**src/rtl/select_n_antitokens_if.sv**
```systemverilog
// Handshake bundle for the N-way antitoken select: sel, data channels, result and status.
// The master modport belongs to the producer/consumer side, the slave modport to the select block.
interface select_n_antitokens_if #(
  parameter int NUM_INPUTS = 4,
  parameter int DATA_TYPE  = 32,
  parameter int SEL_TYPE   = $clog2(NUM_INPUTS)
);
  logic [SEL_TYPE-1:0]             sel;
  logic                            sel_valid;
  logic                            sel_ready;
  logic [NUM_INPUTS*DATA_TYPE-1:0] ins;
  logic [NUM_INPUTS-1:0]           ins_valid;
  logic [NUM_INPUTS-1:0]           ins_ready;
  logic [DATA_TYPE-1:0]            result;
  logic                            result_valid;
  logic                            result_ready;
  logic [NUM_INPUTS-1:0]           antitoken_pending;

  modport master (
    output sel, sel_valid, ins, ins_valid, result_ready,
    input  sel_ready, ins_ready, result, result_valid, antitoken_pending
  );

  modport slave (
    input  sel, sel_valid, ins, ins_valid, result_ready,
    output sel_ready, ins_ready, result, result_valid, antitoken_pending
  );
endinterface

```
**src/rtl/select_n_antitokens.sv**
```systemverilog
// N-way dataflow select; unselected channels get antitokens that cancel their next token.
// Zero-latency combinational handshake; only the per-channel saturating antitoken counters are state.
module select_n_antitokens #(
  parameter int NUM_INPUTS     = 4,
  parameter int DATA_TYPE      = 32,
  parameter int SEL_TYPE       = $clog2(NUM_INPUTS),
  parameter int MAX_ANTITOKENS = 3
) (
  input  logic                  i_clk,
  input  logic                  i_rst_n,
  select_n_antitokens_if.slave  bus
);
  localparam int CNT_W = $clog2(MAX_ANTITOKENS + 1);
  localparam logic [CNT_W-1:0] CNT_ONE = CNT_W'(1);
  localparam logic [CNT_W-1:0] CNT_MAX = CNT_W'(MAX_ANTITOKENS);

  logic [CNT_W-1:0]      r_cnt [NUM_INPUTS];

  logic [NUM_INPUTS-1:0] w_hit;
  logic [NUM_INPUTS-1:0] w_kill;
  logic [NUM_INPUTS-1:0] w_gen;
  logic [NUM_INPUTS-1:0] w_zero;
  logic                  w_stall;
  logic                  w_cur_valid;
  logic                  w_cur_zero;
  logic                  w_rv;
  logic                  w_fire;

  // Channel decode; an out-of-range sel hits nothing and so never fires.
  always_comb begin
    w_hit       = '0;
    w_kill      = '0;
    w_zero      = '0;
    w_stall     = 1'b0;
    w_cur_valid = 1'b0;
    w_cur_zero  = 1'b0;
    bus.result  = '0;
    for (int j = 0; j < NUM_INPUTS; j++) begin
      w_hit[j]  = (bus.sel == SEL_TYPE'(j));
      w_zero[j] = (r_cnt[j] == '0);
      w_kill[j] = bus.ins_valid[j] & ~w_zero[j];
      if (w_hit[j]) begin
        w_cur_valid = bus.ins_valid[j];
        w_cur_zero  = w_zero[j];
        bus.result  = bus.ins[j*DATA_TYPE +: DATA_TYPE];
      end else begin
        // A valid token this cycle frees a slot, so a full counter only blocks when idle.
        w_stall = w_stall | ((r_cnt[j] == CNT_MAX) & ~bus.ins_valid[j]);
      end
    end
  end

  assign w_rv   = bus.sel_valid & (|w_hit) & w_cur_valid & w_cur_zero & ~w_stall;
  assign w_fire = w_rv & bus.result_ready;

  assign bus.result_valid = w_rv;
  assign bus.sel_ready    = ~bus.sel_valid | w_fire;

  always_comb begin
    bus.ins_ready         = '0;
    bus.antitoken_pending = '0;
    w_gen                 = '0;
    for (int j = 0; j < NUM_INPUTS; j++) begin
      bus.ins_ready[j] = ~bus.ins_valid[j] | w_kill[j] | (w_fire & (w_hit[j] | w_zero[j]));
      // A fresh token already waiting on an unselected channel is absorbed instead of owed.
      w_gen[j]         = w_fire & ~w_hit[j] & ~(bus.ins_valid[j] & w_zero[j]);
      bus.antitoken_pending[j] = ~w_zero[j];
    end
  end

  always_ff @(posedge i_clk or negedge i_rst_n) begin
    if (!i_rst_n) begin
      for (int j = 0; j < NUM_INPUTS; j++) begin
        r_cnt[j] <= '0;
      end
    end else begin
      for (int j = 0; j < NUM_INPUTS; j++) begin
        if (w_kill[j] && !w_gen[j]) begin
          r_cnt[j] <= r_cnt[j] - CNT_ONE;
        end else if (!w_kill[j] && w_gen[j]) begin
          r_cnt[j] <= r_cnt[j] + CNT_ONE;
        end
      end
    end
  end
endmodule
```
**src/flat_wrapper.sv**
```systemverilog
// flat-port wrapper written by rule: the top's interface ports become plain ports
module select_n_antitokens_flat 
#(
  parameter int NUM_INPUTS     = 4,
  parameter int DATA_TYPE      = 32,
  parameter int SEL_TYPE       = $clog2(NUM_INPUTS),
  parameter int MAX_ANTITOKENS = 3
)
  (i_clk, i_rst_n, bus_sel, bus_sel_valid, bus_ins, bus_ins_valid, bus_result_ready, bus_sel_ready, bus_ins_ready, bus_result, bus_result_valid, bus_antitoken_pending);
  select_n_antitokens_if #(.NUM_INPUTS(NUM_INPUTS), .DATA_TYPE(DATA_TYPE), .SEL_TYPE(SEL_TYPE)) bus_i ();
  input  logic i_clk;
  input  logic i_rst_n;
  input wire logic [$bits(bus_i.sel)-1:0] bus_sel;
  input wire logic [$bits(bus_i.sel_valid)-1:0] bus_sel_valid;
  input wire logic [$bits(bus_i.ins)-1:0] bus_ins;
  input wire logic [$bits(bus_i.ins_valid)-1:0] bus_ins_valid;
  input wire logic [$bits(bus_i.result_ready)-1:0] bus_result_ready;
  output wire logic [$bits(bus_i.sel_ready)-1:0] bus_sel_ready;
  output wire logic [$bits(bus_i.ins_ready)-1:0] bus_ins_ready;
  output wire logic [$bits(bus_i.result)-1:0] bus_result;
  output wire logic [$bits(bus_i.result_valid)-1:0] bus_result_valid;
  output wire logic [$bits(bus_i.antitoken_pending)-1:0] bus_antitoken_pending;
  assign bus_i.sel = bus_sel;
  assign bus_i.sel_valid = bus_sel_valid;
  assign bus_i.ins = bus_ins;
  assign bus_i.ins_valid = bus_ins_valid;
  assign bus_i.result_ready = bus_result_ready;
  assign bus_sel_ready = bus_i.sel_ready;
  assign bus_ins_ready = bus_i.ins_ready;
  assign bus_result = bus_i.result;
  assign bus_result_valid = bus_i.result_valid;
  assign bus_antitoken_pending = bus_i.antitoken_pending;
  select_n_antitokens #(.NUM_INPUTS(NUM_INPUTS), .DATA_TYPE(DATA_TYPE), .SEL_TYPE(SEL_TYPE), .MAX_ANTITOKENS(MAX_ANTITOKENS)) u_core (.i_clk(i_clk), .i_rst_n(i_rst_n), .bus(bus_i));
endmodule
```
**config.mk**
```make
export PLATFORM = sky130hd
export DESIGN_NAME = select_n_antitokens_flat
export DESIGN_NICKNAME = d
export VERILOG_FILES = /design/src/rtl/select_n_antitokens_if.sv /design/src/rtl/select_n_antitokens.sv /design/src/flat_wrapper.sv
export SDC_FILE = /design/constraint.sdc
export NUM_CORES = 1
export LEC_CHECK = 0
export CAP_MARGIN = 20
export CORE_AREA = 2 2 77 79
export DETAILED_ROUTE_END_ITERATION = 8
export DIE_AREA = 0 0 79 81
export PLACE_DENSITY = 0.8
export SLEW_MARGIN = 20
export SYNTH_ARGS = -nofsm -noshare
export SYNTH_HDL_FRONTEND = slang
export SYNTH_SLANG_ARGS = --single-unit
```
**constraint.sdc**
```tcl
create_clock -name i_clk -period 2.9 [get_ports i_clk]
set_clock_uncertainty 0.2 [all_clocks]
set_input_delay 0.58 -clock i_clk [delete_from_list [all_inputs] [get_ports i_clk]]
set_output_delay 0.58 -clock i_clk [all_outputs]
set_load 0.05 [all_outputs]
```
=== Word-level counts from Yosys, hierarchy flattened ===
Index checks and enable logic that the tools add are counted.

* Input port bits: 138
* Register bits after elaboration: 8
* Word-level logic and storage cells: 132

* Reduce and logical (&&, ||, !) cells: 26
* Multiplexer cells: 24
* Add/sub/neg operators: 8
* Bitwise operators: 63
* Equality and inequality tests: 7

{| class="wikitable"
|+ Operators with widths
! kind !! number
|-
| two-way mux 32 bit || 4
|-
| AND 1 bit || 29
|-
| inverter 1 bit || 18
|-
| two-way mux 2 bit || 8
|-
| OR 1 bit || 16
|-
| == test 2 bit, second input constant || 6
|-
| two-way mux 1 bit || 12
|-
| logical NOT 2 bit || 5
|-
| adder 2 x 1 -> 2 bit, second input constant || 4
|-
| logical AND 1 bit || 8
|-
| logical NOT 1 bit || 8
|-
| nonzero test 2 bit || 4
|-
| subtractor 2 x 1 -> 2 bit, second input constant || 4
|-
| OR reduction 4 bit || 1
|-
| == test 2 x 1 -> 1 bit, second input constant || 1
|}

=== Logic depth before layout (Yosys ltp) ===
* Depth after elaboration: 17
* Gate-level depth with buffers: 10

=== Worst setup path after synthesis ===
OpenSTA, ideal clock, no wires.

* Path kind: input-to-output
* From: input bus_sel[0]
* To: output bus_ins_ready[3]
* Slack: -351 ps
* Path buffers: 1
* Cell stages on the path: 5
* Data arrival time: 2471 ps
* Path through: buf_2 and2_1 a41oi_1 a221o_1 o21ai_0

* Word-level cells in the longest chain between the ends: 13
* Elaborated cells on any way between the ends: 29
* Those cells by class: 3 x eq/ne; 12 x mux; 12 x bitwise; 2 x reduce/logical

{| class="wikitable"
|+ RTL lines
! element !! RTL line !! source
|-
| start: declaration || flat_wrapper.sv:13 || <nowiki>input wire logic [$bits(bus_i.sel)-1:0] bus_sel;</nowiki>
|-
| logical NOT 2 bit || select_n_antitokens.sv:39 || <nowiki>w_hit[j] = (bus.sel == SEL_TYPE'(j));</nowiki>
|-
| two-way mux 1 bit || select_n_antitokens.sv:42 || <nowiki>if (w_hit[j]) begin</nowiki>
|-
| OR 1 bit || select_n_antitokens.sv:48 || <nowiki>w_stall = w_stall | ((r_cnt[j] == CNT_MAX) & ~bus.ins_valid[j]);</nowiki>
|-
| two-way mux 1 bit || select_n_antitokens.sv:42 ||
|-
| OR 1 bit || select_n_antitokens.sv:48 ||
|-
| two-way mux 1 bit || select_n_antitokens.sv:42 ||
|-
| OR 1 bit || select_n_antitokens.sv:48 ||
|-
| two-way mux 1 bit || select_n_antitokens.sv:42 ||
|-
| inverter 1 bit || select_n_antitokens.sv:53 || <nowiki>assign w_rv = bus.sel_valid & (|w_hit) & w_cur_valid & w_cur_zero & ~w_stall;</nowiki>
|-
| AND 1 bit || select_n_antitokens.sv:53 ||
|-
| AND 1 bit || select_n_antitokens.sv:54 || <nowiki>assign w_fire = w_rv & bus.result_ready;</nowiki>
|-
| AND 1 bit * || select_n_antitokens.sv:64 || <nowiki>bus.ins_ready[j] = ~bus.ins_valid[j] | w_kill[j] | (w_fire & (w_hit[j] | w_zero[j]));</nowiki>
|-
| OR 1 bit * || select_n_antitokens.sv:64 ||
|-
| end: declaration || flat_wrapper.sv:19 || <nowiki>output wire logic [$bits(bus_i.ins_ready)-1:0] bus_ins_ready;</nowiki>
|}

Mark *: on every way between the ends. The rest lies on a longest branch, timed or not.

=== Worst setup path after layout ===
* From: input bus_sel[1]
* To: output bus_ins_ready[0]

Same word-level chain as after synthesis.

==> impl_results.md <==
* Post-Route Utilization at 0.633
* Syn_nets at 254
* Post-synthesis register bit count at 8
* Met3 Resource Use GR at 0.0878
* Commonest non-fill, non-tap cell in the layout: clkdlybuf4s50_1
* Avg WL per Cell at 19.3 µm
* Vias in the first global route at 1950
* Chip height at 81 µm
* Dpl hpwl at 6.12 mm
* Final net count at 439
* TritonCTS clock tree: built
* CTS Buf Count at 3
* Max Clock Freq at 0.356 GHz
* Initial drt markers at 68
* Power Density at 478 nW/µm²
* Yosys warning count at 0
* Synth cell types at 29
* CTS clk-pin slew, worst paths at 0.04 ns
* Setup crit end kind: output port
* GPL Wtd Cong at 0.859
* Slew Limit Fails at 0
* Sequential-to-total area share from yosys stat at 0.142
* IO Port Bufs at 179
* Synth top area cells: mux4_2 (51%), dfrtp_1 (14%), xnor2_1 (5.0%), ha_1 (3.6%), nor2b_1 (2.7%)
* GR met1 Demand/Resource at 0.250
* Fin Setup TNS at 0 ns
* Max VDD drop at 465 µV
* Post-DRT Antenna Nets at 0
* EDFF count, synth at 0
* Synth async-reset ratio at 1.00
* Share of cells above drive strength 1 at 0.329
* Critical Path AT at 2.03 ns
* Setup-failing EPs final at 0
* Leakage at 1.40 nW
* DRT Wirelength at 7.13 mm
* Clock sink count at 8
* Number of placement rows at 28
* Placed insts at 365
* M2 GR Usage at 0.369
* Largest register FFs at 8
* Endpoints failing hold at 0
* Post-layout minimum cycle time at 2.81 ns
* # IOs at 180
* First-pass GRT wire length at 10.6 mm
* DR vias at 1796
* Remaining DRCs at 0
* Initial antenna violation count at 0
* Total of max-cap violations at 0
* Leading area contributor after synthesis: mux4_2
* Die area at 6400 µm²
* HP Class: register to register
* Area grow syn2layout at 155%
* RSZ-0062 raised after global routing: true
* Vias per inst at 4.85
* Commonest non-fill, non-tap cells in the layout: clkdlybuf4s50_1 (134), mux4_2 (32), buf_12 (24)
* Crit path launch type: input port
* Synth Flop Type: dfrtp_1
* Final Cycle Share at 0.969
* Fin worst setup slack at 0.0913 ns
* Root Buffer: clkbuf_8
* Die X at 79 µm
* Type of the worst setup path: input port to output port
* Non-Filler Instances at 370
* Core area at 5680 µm²
* Worst slew pin tran at 0.510 ns
* Slew margin rel. at 0.659
* Clock latency on the worst-skew pair at 0.24 ns
* Top flop regs: u_core.r_cnt x8
* Grt total ovfl at 0
* Power, Total at 0.00172 W
* Diodes inserted at 0
* Largest net degree at the start of global routing at 33
* WP data required at 2.12 ns
* First-pass DRT Iterations at 4
* GRT Overall Usage at 0.218
* Clock buffer depth at 2
* Crit Path Max Fanout at 9
* Outcome: complete, no violations
* Post-synth top area share at 0.512
* Mapped Area at 1410 µm²
* H-tree Lvls at 1
* Global route hottest layer: met2
* Most flops, register: u_core.r_cnt
* Cells after Synth at 112
* Starting Density at 0.248
* Worst slack at placement at -0.414 ns
* Avg Synthesized Cell Area at 12.6 µm²
[routing by layer]
layer  wire [µm]  vias to the layer above
li1            -                      829
met1        2610                      852
met5           0                        -
met3         868                       13
met2        3490                      102
met4         165                        0
[worst paths after layout]
path | endpoint | cells after the start | startpoint | slack (ns)
min in group asynchronous | u_core.r_cnt[6]$_DFFE_PN0P_ | 1 | i_rst_n | 0.44
setup / recovery | bus_ins_ready[0] | 6 | bus_sel[1] | 0.09
setup reg to reg | u_core.r_cnt[1]$_DFFE_PN0P_ | 7 | u_core.r_cnt[3]$_DFFE_PN0P_ | 0.31
hold reg to reg | u_core.r_cnt[3]$_DFFE_PN0P_ | 1 | u_core.r_cnt[3]$_DFFE_PN0P_ | 0.31
hold / removal | u_core.r_cnt[3]$_DFFE_PN0P_ | 1 | u_core.r_cnt[3]$_DFFE_PN0P_ | 0.31
max in group asynchronous | u_core.r_cnt[2]$_DFFE_PN0P_ | 1 | i_rst_n | 1.75
[worst max-delay path, stage by stage]
cell       delay [ns]
buf_4            0.14
and4bb_1         0.23
o221ai_2         0.10
a221o_2          0.47
o211ai_1         0.28
clkbuf_16        0.22
[cell usage after synthesis (3+ instances only)]
cell	instances
nand3_1	3
xor2_1	4
nor2b_1	6
a21oi_1	3
ha_1	4
o211ai_1	4
clkbuf_1	3
mux4_2	32
nor2_1	7
xnor2_1	8
buf_2	4
nand3b_1	3
inv_1	6
dfrtp_1	8
[layout make-up]
class                   count  area [µm²]
repair buffers            188        2060
fillers                   474        2080
clock buffers               3        41.3
flip-flops and latches      8         201
well taps                  75        93.8
inverters                   6        22.5
multi-input cells          90        1170
[cell families after synthesis]
family / count (synthesis) / share of synthesized area
buffers and inverters: 14 / 0.0463
multiplexers: 32 / 0.512
flip-flops: 8 / 0.142
XOR/XNOR: 12 / 0.0747
AO/OA/AOI/OAI: 14 / 0.0694
AND/OR/NAND/NOR: 28 / 0.119
adder cells (fa/ha/maj): 4 / 0.0356
[timing repair]
action,in CTS,in global routing
endpoints found under the setup margin,11,5
setup buffers,1,1
gates resized for setup,10,12
hold buffers,0,0
pin swaps,4,5
[stage by stage]
stage                     instance area [µm²]  hold WS (ns)
after floorplan                          1420        0.0844
after global placement                   3510         0.302
after detailed placement                 3510         0.306
after CTS                                3600         0.311
after global routing                     3590         0.327
final                                    3590         0.309
[power breakdown]
| part | internal (W) | switching (W) | leakage [nW] |
|---|---|---|---|
| sequential | 0.000177 | 0.0000849 | 0.0925 |
| clock | 0.0000901 | 0.0000462 | 0.0216 |
| combinational | 0.000671 | 0.000647 | 1.29 |
| total | 0.000938 | 0.000779 | 1.40 |
Note: power is estimated with default switching activity, not from simulation.
